File: config.mk
export PLATFORM = sky130hd
export DESIGN_NAME = branch_rs
export DESIGN_NICKNAME = d
export VERILOG_FILES = /design/src/rtl/branch_rs.sv
export SDC_FILE = /design/constraint.sdc
export NUM_CORES = 2
export LEC_CHECK = 0
export BUFFER_PORTS_ARGS = -buffer_cell sky130_fd_sc_hd__clkbuf_2
export CAP_MARGIN = 10
export CORE_MARGIN = 3
export CORE_UTILIZATION = 50
export DETAILED_ROUTE_END_ITERATION = 6
export GPL_TIMING_DRIVEN = 0
export PLACE_DENSITY_LB_ADDON = 0.3
export SLEW_MARGIN = 20
export SYNTH_ARGS = -nofsm -noshare
export SYNTH_HDL_FRONTEND = slang
export SYNTH_SLANG_ARGS = --single-unit
File: constraint.sdc
create_clock -name clk_in -period 28.2 [get_ports clk_in]
set_input_delay 5.64 -clock clk_in [delete_from_list [all_inputs] [get_ports clk_in]]
set_output_delay 5.64 -clock clk_in [all_outputs]
set_load 0.01 [all_outputs]
File: src/rtl/branch_rs.sv
`default_nettype none
// +----------------------------------------------------------------------------
// | branch_rs : collapsing-queue reservation station for branch resolution
// | Revision  : 1.0
// +----------------------------------------------------------------------------
module branch_rs #(
   parameter int ROB_IX   = 2,
   parameter int RS_DEPTH = 4
) (
   input  logic              clk_in,
   input  logic              rst_in,
   input  logic              dispatch_valid_in,
   output logic              dispatch_ready_out,
   input  logic [2:0]        dispatch_brfunc_in,
   input  logic [31:0]       dispatch_pc_in,
   input  logic [31:0]       dispatch_imm_in,
   input  logic              dispatch_pred_taken_in,
   input  logic [ROB_IX-1:0] dispatch_robix_in,
   input  logic              src1_rdy_in,
   input  logic [31:0]       src1_val_in,
   input  logic [ROB_IX-1:0] src1_tag_in,
   input  logic              src2_rdy_in,
   input  logic [31:0]       src2_val_in,
   input  logic [ROB_IX-1:0] src2_tag_in,
   input  logic              cdb_valid_in,
   input  logic [ROB_IX-1:0] cdb_tag_in,
   input  logic [31:0]       cdb_val_in,
   input  logic              flush_in,
   output logic [31:0]       alu_rval1_out,
   output logic [31:0]       alu_rval2_out,
   output logic [2:0]        alu_brfunc_out,
   input  logic              alu_bool_in,
   output logic              res_valid_out,
   output logic [ROB_IX-1:0] res_robix_out,
   output logic              res_taken_out,
   output logic [31:0]       res_target_out,
   output logic              res_mispredict_out
);

   localparam int IW = (RS_DEPTH > 1) ? $clog2(RS_DEPTH) : 1;
   localparam int CW = $clog2(RS_DEPTH + 1);
   localparam logic [CW-1:0] DEPTH_C = CW'(RS_DEPTH);

   typedef struct packed {
      logic              valid;
      logic [2:0]        brfunc;
      logic [31:0]       pc;
      logic [31:0]       imm;
      logic              pred;
      logic [ROB_IX-1:0] robix;
      logic              rdy1;
      logic [31:0]       val1;
      logic [ROB_IX-1:0] tag1;
      logic              rdy2;
      logic [31:0]       val2;
      logic [ROB_IX-1:0] tag2;
   } entry_t;

   entry_t          ent     [RS_DEPTH];
   entry_t          ent_nxt [RS_DEPTH];
   entry_t          new_ent;
   logic [CW-1:0]   count;
   logic [CW-1:0]   count_nxt;
   logic [CW-1:0]   base;
   logic            sel_valid;
   logic [IW-1:0]   sel;
   logic            accept;
   logic            taken;

   // Scan from the top so the lowest ready index wins.
   always_comb begin
      sel_valid = 1'b0;
      sel       = '0;
      for (int i = RS_DEPTH - 1; i >= 0; i--) begin
         if (ent[i].valid && ent[i].rdy1 && ent[i].rdy2) begin
            sel_valid = 1'b1;
            sel       = IW'(i);
         end
      end
   end

   assign dispatch_ready_out = (count < DEPTH_C);
   assign accept             = dispatch_valid_in && dispatch_ready_out && !flush_in;

   assign alu_rval1_out  = sel_valid ? ent[sel].val1   : 32'd0;
   assign alu_rval2_out  = sel_valid ? ent[sel].val2   : 32'd0;
   assign alu_brfunc_out = sel_valid ? ent[sel].brfunc : 3'd0;
   assign taken          = sel_valid && (ent[sel].brfunc <= 3'd5) && alu_bool_in;

   always_comb begin
      new_ent        = '0;
      new_ent.valid  = 1'b1;
      new_ent.brfunc = dispatch_brfunc_in;
      new_ent.pc     = dispatch_pc_in;
      new_ent.imm    = dispatch_imm_in;
      new_ent.pred   = dispatch_pred_taken_in;
      new_ent.robix  = dispatch_robix_in;
      new_ent.tag1   = src1_tag_in;
      new_ent.tag2   = src2_tag_in;
      new_ent.rdy1   = src1_rdy_in || (cdb_valid_in && cdb_tag_in == src1_tag_in);
      new_ent.val1   = src1_rdy_in ? src1_val_in : cdb_val_in;
      new_ent.rdy2   = src2_rdy_in || (cdb_valid_in && cdb_tag_in == src2_tag_in);
      new_ent.val2   = src2_rdy_in ? src2_val_in : cdb_val_in;
   end

   always_comb begin
      for (int i = 0; i < RS_DEPTH - 1; i++) begin
         ent_nxt[i] = (sel_valid && IW'(i) >= sel) ? ent[i+1] : ent[i];
      end
      ent_nxt[RS_DEPTH-1] = sel_valid ? '0 : ent[RS_DEPTH-1];

      for (int i = 0; i < RS_DEPTH; i++) begin
         if (ent_nxt[i].valid && !ent_nxt[i].rdy1 && cdb_valid_in &&
             ent_nxt[i].tag1 == cdb_tag_in) begin
            ent_nxt[i].rdy1 = 1'b1;
            ent_nxt[i].val1 = cdb_val_in;
         end
         if (ent_nxt[i].valid && !ent_nxt[i].rdy2 && cdb_valid_in &&
             ent_nxt[i].tag2 == cdb_tag_in) begin
            ent_nxt[i].rdy2 = 1'b1;
            ent_nxt[i].val2 = cdb_val_in;
         end
      end

      // New entry lands just above the post-collapse occupancy.
      base = count - CW'(sel_valid);
      for (int i = 0; i < RS_DEPTH; i++) begin
         if (accept && CW'(i) == base) begin
            ent_nxt[i] = new_ent;
         end
      end
      count_nxt = count - CW'(sel_valid) + CW'(accept);
   end

   always_ff @(posedge clk_in or posedge rst_in) begin
      if (rst_in) begin
         for (int i = 0; i < RS_DEPTH; i++) begin
            ent[i] <= '0;
         end
         count              <= '0;
         res_valid_out      <= 1'b0;
         res_robix_out      <= '0;
         res_taken_out      <= 1'b0;
         res_target_out     <= 32'd0;
         res_mispredict_out <= 1'b0;
      end else if (flush_in) begin
         for (int i = 0; i < RS_DEPTH; i++) begin
            ent[i] <= '0;
         end
         count         <= '0;
         res_valid_out <= 1'b0;
      end else begin
         for (int i = 0; i < RS_DEPTH; i++) begin
            ent[i] <= ent_nxt[i];
         end
         count         <= count_nxt;
         res_valid_out <= sel_valid;
         if (sel_valid) begin
            res_robix_out      <= ent[sel].robix;
            res_taken_out      <= taken;
            res_target_out     <= taken ? ent[sel].pc + ent[sel].imm : ent[sel].pc + 32'd4;
            res_mispredict_out <= taken ^ ent[sel].pred;
         end
      end
   end

endmodule
`default_nettype wire

==> metrics.md <==
| Metric | Value |
|---|---|
| Area after detailed placement | `0.0398 mm2` |
| Outcome | `completed` |
| # clock sinks | `604` |
| Net Count, Synth | `4,749` |
| Antenna violations before repair | `14` |
| Die height | `279 um` |
| Crit path max fanout | `10` |
| ANT nets after route | `0` |
| Proportion of register bits with asynchronous set or reset after synthesis | `100%` |
| Netlist area before placement | `0.0372 mm2` |
| Final routed DRC violation total | `0` |
| Synth Instances | `4,538` |
| Number of synthesis warnings | `0` |
| Number of global-route vias before repair | `37,900` |
| Initial detailed-routing violation count | `5,756` |
| Layout Area Growth over Synthesis | `13.6%` |
| Number of vias after detailed routing | `39,400` |
| Area share of the largest cell type after synthesis | `40.6%` |
| Critical Path Start Type | `flop` |
| Buffers inserted by post-CTS timing repair | `0` |
| Number of placed instances with taps included | `5,754` |
| Type of element capturing the critical path | `primary output` |
| Count of port buffers added during placement | `249` |
| Unrepaired setup endpoints after global routing | `no` |
| Number of pins exceeding their max-slew limit in the final report | `0` |
| Worst Hold Margin | `0.468 ns` |
| Prevailing post-synth register cell | `sky130_fd_sc_hd__dfrtp_1` |
| Die area | `0.0777 mm2` |
| Peak VDD IR | `42.8 uV` |
| Total wire length | `161,000 um` |
| Buffers and inverters on the worst path | `7` |
| Total Nets Final | `5,079` |
| Biggest area consumer among synthesized cells | `sky130_fd_sc_hd__dfrtp_1` |
| Arr. time, crit path | `5.56 ns` |
| Max Clk Rate | `0.0893 GHz` |
| Clock-pin slew on the worst setup and hold paths | `0.06 ns` |
| Detail-routed via count per cell | `6.69` |
| Post-synthesis sequential area ratio | `40.6%` |
| Setup skew after layout | `0.0177 ns` |
| Fraction of final layout cells with drive strength greater than 1 | `12.3%` |
| Count of H-tree levels built during CTS | `3` |
| Total GRT Usage | `40.6%` |
| Adder and majority gate portion of the synthesized area | `1.27%` |
| Fraction of the mapped netlist area in simple logic gates | `22.0%` |
| Fin. Hold Viols | `0` |
| Post-detailed-placement half-perimeter wirelength | `114,000 um` |
| Mux contribution to synthesized area | `7.78%` |
| Area contributors post-synth | `sky130_fd_sc_hd__dfrtp_1 (41%), sky130_fd_sc_hd__nand2_1 (11%), sky130_fd_sc_hd__a21oi_1 (6.5%)` |
| Clock Tree Buf Depth | `3` |
| Pin count of the biggest net entering global routing | `101` |
| Period Utilization, post-route | `39.7%` |
| Final Setup Violations | `0` |
| Clock root cell | `sky130_fd_sc_hd__clkbuf_16` |
| Post-cts hold buffer count | `0` |
| Finished layout cell area | `0.0423 mm2` |
| Post-cts sizing count | `0` |
| EDFF count, synth | `0` |
| Average size of a mapped cell | `8.20 um2` |
| Cell class contributing the biggest share of worst-path delay | `buffers and inverters` |
| First-pass detailed-route iteration total | `7` |
| Required arrival time at the worst endpoint | `22.56 ns` |
| Max-capacitance violation count | `0` |
| Number of clock buffers inserted by TritonCTS | `71` |
| Post-synthesis cell type count | `96` |
| Rel. slew slack | `15.5%` |
| Top Ports | `285` |
| Synthesis-stage register bit count | `604` |
| Main combinational cell family by area after synthesis | `simple AND/OR/NAND/NOR gates` |
| Leading cell types in the layout, fill and taps excluded | `sky130_fd_sc_hd__nand2_1 (1,125), sky130_fd_sc_hd__dfrtp_1 (604), sky130_fd_sc_hd__a21oi_1 (484), sky130_fd_sc_hd__clkbuf_1 (353), sky130_fd_sc_hd__o21ai_0 (286)` |
| Type of the worst setup path | `reg2out` |
| Core ar. | `0.0733 mm2` |
| Starting Density | `50.7%` |
| Final routed wire length divided by cell count | `27.4 um` |
| Largest incremental delay on the critical path | `0.84 ns` |
| Rows | `99` |
| First-pass GRT wire length | `240,000 um` |
| Overall overflow remaining after global route | `0` |
| Leakage dissipation | `0.0172 uW` |
| Hold Crit Class | `reg2reg` |
| Minimum clock period after layout | `11.20 ns` |
| Chain of cells forming the critical path | `and3_1 -> buf_4 -> a21oi_4 -> nor2_2 -> buf_4 -> buf_2 -> buf_2 -> buf_1 -> clkbuf_1 -> mux4_2 -> and2_1 -> clkbuf_2` |
| Actual transition at the worst max-transition pin | `1.26 ns` |
| Source-to-sink clock delay at the later pin of the worst-skew pair | `0.65 ns` |
| Commonest non-fill, non-tap cell in the layout | `sky130_fd_sc_hd__nand2_1` |
| Power density cells | `50.9 mW/mm2` |
| Fraction of the mapped netlist area in compound gates | `21.4%` |
| Routability cong. | `1.01` |
| Area share of xor/xnor cells in the synthesized design | `1.98%` |
| Overall die width | `279 um` |
| TritonCTS clock tree | `built` |
| CP max-delay cell | `sky130_fd_sc_hd__clkbuf_1` |
| Count of placed standard cells in the final layout, fillers left out | `5,891` |
logic make-up after synthesis:
logic type,after synthesis
xor gates and xnor gates,84
and+or+nand+nor,1894
AOI/OAI and AO/OA,1267
muxes,192
DFF,604
adders and majority gates,38
buffers and inverters,459
through the flow:
step / setup TNS, ns / setup slack [ns] / power (uW) / utilization (%)
finish: 0 / 17.00 / 2150 / 57.6
floorplan: 0 / 5.65 / 1090 / -
global placement: -1045.45 / -1.78 / 1190 / 54.1
detailed placement: 0 / 17.61 / 1190 / 54.3
global route: 0 / 17.05 / 2200 / 57.6
CTS: 0 / 16.95 / 2140 / 57.6
worst paths after layout:
kind                                                     start                        endpoint  slack, ns  depth (start not counted)
worst max register to register              ent[457]$_DFF_PP0_  res_target_out[25]$_DFFE_PP0P_      19.83                         23
worst min-delay path            res_target_out[23]$_DFFE_PP0P_  res_target_out[23]$_DFFE_PP0P_       0.47                          2
max in group asynchronous                               rst_in            ent[409]$_DFFE_PP0P_      21.73                          4
worst min register to register  res_target_out[23]$_DFFE_PP0P_  res_target_out[23]$_DFFE_PP0P_       0.47                          2
min in group asynchronous                               rst_in            ent[447]$_DFFE_PP0P_       5.12                          2
worst max-delay path                         ent[34]$_DFF_PP0_               alu_rval1_out[30]      17.00                         12
cell type report:
cell class | instances | area (um2)
clock inverters | 18 | 226
diodes | 12 | 30.0
clock buffers | 107 | 2140
multi-input cells | 3475 | 20300
fillers | 6786 | 31100
inverters | 20 | 82.6
plain buffers | 439 | 1760
well taps | 959 | 1200
flip-flops and latches | 604 | 15100
repair buffers | 257 | 1420
report_power, final:
part	internal [uW]	switching (uW)
sequential	896	21.0
combinational	82.5	192
clock	555	406
total	1530	618
metal layers:
layer / global-route usage [%] / share of wire [%]
met4: 30.4 / 8.8
met5: 0.916 / 0.10
met3: 11.1 / 13
met2: 60.5 / 43
met1: 50.4 / 35
Yosys cell counts (all sizes together), types with 5 or more instances:
library cell,count
nand2,1127
dfrtp,604
a21oi,486
clkbuf,342
o21ai,323
nor2,260
nand3,222
a311oi,193
and3,126
buf,97
and2,71
a22o,70
mux4,69
mux2,65
mux2i,58
a31oi,50
xnor2,47
xor2,37
ha,30
a211oi,27
inv,20
nand4,17
a21o,16
a22oi,15
nor3,15
o211ai,13
nor4,12
o22ai,10
a221oi,7
maj3,7
nand2b,7
nor2b,7
o21a,6
or2,6
o2111ai,5
o31ai,5
or4,5
registers in the layout (all words and copies together), names as in the netlist:
signal and count:
res_taken_out 1, count 3, res_mispredict_out 1, res_robix_out 2
res_valid_out 1, ent 564, res_target_out 32
worst min-delay path, stage by stage, from the launching register on:
cell and delay (ns):
sky130_fd_sc_hd__dfrtp_1 0.34, sky130_fd_sc_hd__nand2_1 0.05, sky130_fd_sc_hd__nand2_1 0.05
No activity file was read; power rests on OpenSTA's default activity.
